### src/rtl/psc_trigger_multi.sv
// psc_trigger_multi: per-channel synchronised EVR trigger -> programmable delay/width PSC pulse.
// Optional serial frame encoder reporting fired channels, enabled by `define PSC_TRIGGER_TX_FRAME_EN.
module psc_trigger_multi #(
    parameter int CHANNELS    = 4,
    parameter int CNT_W       = 16,
    parameter int SYNC_STAGES = 2,
    parameter int BIT_CYCLES  = 434
) (
    input  logic                      clk,
    input  logic                      reset,
    input  logic                      enable,
    input  logic [CHANNELS-1:0]       evr_trigger,
    input  logic [CHANNELS*CNT_W-1:0] cfg_delay,
    input  logic [CHANNELS*CNT_W-1:0] cfg_width,
    input  logic [CHANNELS-1:0]       clear_overrun,
    output logic [CHANNELS-1:0]       psc_output,
    output logic [CHANNELS-1:0]       busy,
    output logic [CHANNELS-1:0]       overrun,
    output logic                      tx_output
);
    typedef enum logic [1:0] {IDLE, DELAY, PULSE} state_t;

    for (genvar c = 0; c < CHANNELS; c++) begin : g_ch
        logic [SYNC_STAGES-1:0] r_sync;
        logic                   r_hist;
        logic                   r_edge;
        logic                   r_psc;
        logic                   r_busy;
        logic                   r_ovr;
        state_t                 r_state;
        state_t                 w_next;
        logic [CNT_W-1:0]       r_cnt;
        logic [CNT_W-1:0]       w_cnt_next;
        logic [CNT_W-1:0]       w_delay;
        logic [CNT_W-1:0]       w_wcfg;
        logic [CNT_W-1:0]       w_width;
        logic                   w_over;

        assign w_delay = cfg_delay[c*CNT_W +: CNT_W];
        assign w_wcfg  = cfg_width[c*CNT_W +: CNT_W];
        assign w_width = (w_wcfg == '0) ? CNT_W'(1) : w_wcfg;
        assign w_over  = r_edge && enable && (r_state != IDLE);

        // synchroniser chain, history flop and registered rising-edge strobe
        always_ff @(posedge clk or negedge reset) begin
            if (!reset) begin
                r_sync <= '0;
                r_hist <= 1'b0;
                r_edge <= 1'b0;
            end else begin
                r_sync <= {r_sync[SYNC_STAGES-2:0], evr_trigger[c]};
                r_hist <= r_sync[SYNC_STAGES-1];
                r_edge <= r_sync[SYNC_STAGES-1] & ~r_hist;
            end
        end

        // next state and counter; disable forces IDLE and drops pending edges
        always_comb begin
            w_next     = r_state;
            w_cnt_next = r_cnt;
            unique case (r_state)
                IDLE: begin
                    if (r_edge) begin
                        w_next     = (w_delay == '0) ? PULSE : DELAY;
                        w_cnt_next = (w_delay == '0) ? w_width : w_delay;
                    end
                end
                DELAY: begin
                    w_cnt_next = r_cnt - CNT_W'(1);
                    if (r_cnt == CNT_W'(1)) begin
                        w_next     = PULSE;
                        w_cnt_next = w_width;
                    end
                end
                PULSE: begin
                    w_cnt_next = r_cnt - CNT_W'(1);
                    if (r_cnt == CNT_W'(1)) w_next = IDLE;
                end
                default: w_next = IDLE;
            endcase
            if (!enable) w_next = IDLE;
        end

        // state register, registered outputs and sticky overrun (set beats clear)
        always_ff @(posedge clk or negedge reset) begin
            if (!reset) begin
                r_state <= IDLE;
                r_cnt   <= '0;
                r_psc   <= 1'b0;
                r_busy  <= 1'b0;
                r_ovr   <= 1'b0;
            end else begin
                r_state <= w_next;
                r_cnt   <= w_cnt_next;
                r_psc   <= enable && (r_state == PULSE);
                r_busy  <= enable && (r_state != IDLE);
                r_ovr   <= w_over | (r_ovr & ~clear_overrun[c]);
            end
        end

        assign psc_output[c] = r_psc;
        assign busy[c]       = r_busy;
        assign overrun[c]    = r_ovr;
    end

`ifdef PSC_TRIGGER_TX_FRAME_EN
    localparam int CH_W = (CHANNELS > 1) ? $clog2(CHANNELS) : 1;
    localparam int BC_W = $clog2(BIT_CYCLES);

    logic [CHANNELS-1:0] r_psc_d;
    logic [CHANNELS-1:0] r_pend;
    logic [CHANNELS-1:0] w_rise;
    logic [CH_W-1:0]     r_last;
    logic [CH_W-1:0]     w_sel;
    logic                w_found;
    logic                r_tx_busy;
    logic [3:0]          r_bit_idx;
    logic [BC_W-1:0]     r_bit_cnt;
    logic [9:0]          r_frame;
    logic                w_frame_end;
    logic                w_start;

    assign w_rise      = psc_output & ~r_psc_d;
    assign w_frame_end = r_tx_busy && (r_bit_idx == 4'd9) && (r_bit_cnt == BC_W'(BIT_CYCLES - 1));
    assign w_start     = enable && w_found && (!r_tx_busy || w_frame_end);
    assign tx_output   = r_tx_busy ? r_frame[r_bit_idx] : 1'b1;

    // round-robin pick of the first pending channel after the last one served
    always_comb begin
        w_found = 1'b0;
        w_sel   = r_last;
        for (int k = 1; k <= CHANNELS; k++) begin
            if (!w_found && r_pend[CH_W'((int'(r_last) + k) % CHANNELS)]) begin
                w_found = 1'b1;
                w_sel   = CH_W'((int'(r_last) + k) % CHANNELS);
            end
        end
    end

    // pending flags and frame transmitter; back-to-back frames start on the stop bit's last cycle
    always_ff @(posedge clk or negedge reset) begin
        if (!reset) begin
            r_psc_d   <= '0;
            r_pend    <= '0;
            r_last    <= CH_W'(CHANNELS - 1);
            r_tx_busy <= 1'b0;
            r_bit_idx <= '0;
            r_bit_cnt <= '0;
            r_frame   <= '1;
        end else begin
            r_psc_d <= psc_output;
            if (!enable) begin
                r_pend    <= '0;
                r_tx_busy <= 1'b0;
            end else begin
                r_pend <= (r_pend & ~(w_start ? (CHANNELS'(1) << w_sel) : '0)) | w_rise;
                if (w_start) begin
                    r_tx_busy <= 1'b1;
                    r_bit_idx <= '0;
                    r_bit_cnt <= '0;
                    r_last    <= w_sel;
                    r_frame   <= {1'b1, 8'(w_sel), 1'b0};
                end else if (w_frame_end) begin
                    r_tx_busy <= 1'b0;
                end else if (r_tx_busy) begin
                    if (r_bit_cnt == BC_W'(BIT_CYCLES - 1)) begin
                        r_bit_cnt <= '0;
                        r_bit_idx <= r_bit_idx + 4'd1;
                    end else begin
                        r_bit_cnt <= r_bit_cnt + BC_W'(1);
                    end
                end
            end
        end
    end
`else
    // without the frame encoder the line idles high; BIT_CYCLES has no effect
    if (BIT_CYCLES >= 2) begin : g_tx_idle
        assign tx_output = 1'b1;
    end else begin : g_tx_idle_short
        assign tx_output = 1'b1;
    end
`endif
endmodule

### config.mk
export PLATFORM = sky130hd
export DESIGN_NAME = psc_trigger_multi
export DESIGN_NICKNAME = d
export VERILOG_FILES = /design/src/rtl/psc_trigger_multi.sv
export SDC_FILE = /design/constraint.sdc
export NUM_CORES = 1
export LEC_CHECK = 0
export BUFFER_PORTS_ARGS = -buffer_cell sky130_fd_sc_hd__buf_4
export CAP_MARGIN = 10
export CORE_UTILIZATION = 51
export CTS_CLUSTER_DIAMETER = 120
export DETAILED_ROUTE_END_ITERATION = 12
export HOLD_SLACK_MARGIN = 0.03
export PLACE_DENSITY = 0.84
export SETUP_SLACK_MARGIN = 0.15
export SYNTH_ARGS = -nofsm -noshare
export SYNTH_HDL_FRONTEND = slang
export SYNTH_SLANG_ARGS = --single-unit
export TNS_END_PERCENT = 10
### constraint.sdc
create_clock -name clk -period 1.86 [get_ports clk]
set_input_delay 0 -clock clk [delete_from_list [all_inputs] [get_ports clk]]
set_output_delay 0 -clock clk [all_outputs]
set_load 0.05 [all_outputs]
==> metrics.txt <==
Buffers on Ports=150; Gate power share=between 60% and 70%; Max-slew headroom=61.95%; Peak supply drop=a little over 0.0009 V; 1st-iter DRT viols=966; fmax=484.8 MHz; global-route wire length before repair=about 43,000 um; crit path time final=~2.1 ns; Final Cycle Share=110.9%; RSZ-0062 raised after global routing=yes; PD cells=1555 nW/um^2; Die Area=roughly 15,000 sq um; via count=between 9,000 and 10,000; syn nets=~1,000; Max Root-Sink Buffers=2; final worst slack=-0.2026 ns; share of cells above drive strength 1=about 37%; top cells by area, synth=dfrtp_1 34%, ha_1 3.9%, nor4_1 3.7%; DR WL/cell=slightly below 20 um; Routed Antenna Nets=0; Initial Utilization=roughly 53%; Clk pwr share=~11%; most frequent cell after synthesis=dfrtp_1; Skew-Pair Late Insertion Delay=~0.36 ns; final setup violation count=42; Net Sw Power=8042 uW; power share of the sequential group=around 22%; Worst Tran Pin Value=approximately 0.57 ns; Hold WC Path Type=input pin to register; vias in the first global route=8,981; Worst Hold Path Cells=3; Critical Path RT=2.10 ns; #FFs+latches synth=100; Num Clock Sinks=100; MaxCap Viol Count=0; Mapped Cells=between 800 and 900; failing checks=setup timing; drt drc=0; design area=approximately 11,000 sq um; R2R depth=5; Leakage=between 0.004 and 0.005 uW; Overflow after GRT=0; Final Hold Vio Count=0; Avg Synthesized Cell Area=between 8 and 9 sq um; Worst Setup End Kind=register; core area=14,040 sq um; clk slew on worst S/H paths=0.08 ns; drt pass-1 iters=6; Yosys top cell area share=33.58%; Post-synth ARST share=100.0%; pin count of the biggest net entering global routing=37; Crit Path Class=register to register; post-synthesis sequential area ratio=around 34%; CTS root buf=clkbuf_16; H-tree levels=3; initial antenna violation count=0; GRT Total Usage=36.53%; die height=122.9 um; fin. max-slew vios=0; post-DP HPWL=approximately 18,000 um; Crit Path Max Fanout=8; Synth Flop Type=dfrtp_1; cell area after placement=~9800 sq um; skew final=0.01049 ns; fin nets=between 1,000 and 1,500; boundary pin count=approximately 150; Ys Warns=0; row cnt=43; Int Pwr=between 9000 and 10,000 uW; Arrival @ worst endpoint=between 2 and 2.5 ns; mapped cell area=approximately 7500 sq um; Post-synth EDFFs=0; CTS tree=done; status=finished with violations; CP Launch Type=register; Unique masters post-synth=just over 80; drt total wl=27,830 um; synthesis-to-finish area growth=54.08%; Die Span X=122.9 um; ANT cells=0; cell taking the most area after synthesis=dfrtp_1; PnR Total Power=17,850 uW; CTS Buf Count=9; Sw Ratio=between 40% and 50%; most instantiated cells after synthesis=100 x dfrtp_1, 66 x nor2_1, 48 x nand2_1; GPL Wtd Cong=about 0.96; vias per cell=6.446
[cell type report]
type	instances	area [sq um]
Multi-Input combinational cell	653	4862
Timing Repair Buffer	416	3448
Fill cell	824	2560
Sequential cell	100	2504
Clock buffer	9	225.2
Tap cell	180	225.2
Inverter	35	132.6
Clock inverter	7	85.08
[flip-flops by register name (all words and copies together), names as in the netlist]
name	flops
g_ch.r_busy	4
g_ch.r_psc	4
g_ch.r_hist	4
g_ch.r_sync	8
g_ch.r_ovr	4
g_ch.r_edge	4
g_ch.r_state	8
g_ch.r_cnt	64
[path summary, 6_finish.rpt]
| path | from | slack, ns | to |
|---|---|---|---|
| max | g_ch[0].r_cnt[11] | -0.20 | g_ch[0].r_cnt[1] |
| min | cfg_delay[43] | 0.02 | g_ch[2].r_cnt[11] |
| max reg2reg | g_ch[0].r_cnt[11] | -0.20 | g_ch[0].r_cnt[1] |
| min reg2reg | g_ch[3].r_sync[0] | 0.35 | g_ch[3].r_sync[1] |
| max in group asynchronous | reset | 1.02 | g_ch[0].r_cnt[8] |
| min in group asynchronous | reset | 0.22 | g_ch[0].r_cnt[0] |
[layer usage]
layer / vias up / track usage (%) / part of all wire [%]
li1: 4009 / - / -
met1: 4240 / 42.91 / 37
met2: 625 / 61.34 / 48
met3: 150 / 8.643 / 9.7
met4: 0 / 19.89 / 4.6
met5: - / 0 / 0
[logic make-up (layout without fill, tap and decap cells)]
| kind of cell | count (synthesis) | in the layout | share of synthesized area [%] |
|---|---|---|---|
| xor+xnor | 25 | 25 | 2.938 |
| compound gates | 278 | 278 | 27.59 |
| buf+inv | 89 | 467 | 6.095 |
| simple gates | 319 | 319 | 24.90 |
| other cells | 1 | 1 | 0.05032 |
| flops | 100 | 100 | 33.58 |
| mux | 7 | 7 | 0.9906 |
| fa+ha+maj | 23 | 23 | 3.862 |
[power by group through the flow]
stage | logic [uW] | registers (uW) | clock network (uW)
6_report | 12000 | 3880 | 2020
3_5_place_dp | 10300 | 3810 | 0
5_1_grt | 12700 | 3990 | 2140
2_1_floorplan | 6040 | 3970 | 0
3_3_place_gp | 10100 | 3770 | 0
4_1_cts | 11200 | 3830 | 2040
[stage by stage]
step	setup slack (ns)	TNS, ns	utilization [%]	hold slack (ns)	cells
after floorplan	-0.1134	-1.001	-	-0.2956	842
after detailed placement	-0.2422	-3.802	69.73	-0.009076	1282
after CTS	-0.1603	-2.193	80.67	0.03098	1394
final	-0.2026	-3.212	81.77	0.02362	1400
after global placement	-0.09755	-1.067	69.73	-0.003555	1282
after global routing	-0.5415	-7.840	81.77	0.04095	1400
[placed cells by master (no fill, tap or decap), drive strengths merged, types with 5 or more instances in the layout]
master | synthesis | final
and4 | 10 | 10
or3 | 6 | 6
a21oi | 43 | 43
a31oi | 13 | 13
clkinv | 3 | 5
o221a | 7 | 7
xor2 | 8 | 8
a2111oi | 19 | 19
o21ai | 39 | 39
ha | 23 | 23
o21a | 5 | 5
o31a | 5 | 5
or2 | 10 | 10
a221o | 7 | 7
a21o | 8 | 8
a211o | 17 | 17
dlygate4sd3 | 0 | 92
and3 | 9 | 9
dfrtp | 100 | 100
nand4 | 18 | 18
o22ai | 8 | 8
nor4 | 51 | 51
nor2 | 68 | 68
nor3 | 28 | 28
nand3b | 5 | 5
nor2b | 23 | 23
inv | 32 | 34
nor3b | 6 | 6
clkbuf | 28 | 9
o31ai | 16 | 16
a211oi | 32 | 32
a221oi | 16 | 16
nand2 | 48 | 48
and2 | 6 | 6
a22o | 14 | 14
buf | 26 | 324
nand3 | 13 | 13
xnor2 | 17 | 17
[critical path: stages, from the launching register on]
cell and delay, ns:
dfrtp_1 0.38, or4_4 0.57, nor3_4 0.22, a21o_2 0.29, o2bb2ai_1 0.13, a221o_1 0.35
[repair_timing]
action	CTS	global route
gates cloned	0	0
buffers inserted	8	2
resized for setup	74	33
endpoints found under the setup margin	72	72
endpoints found under the hold margin	138	3
pin swaps	48	19
hold buffers	88	4
Power figures use the tool's default switching activity.
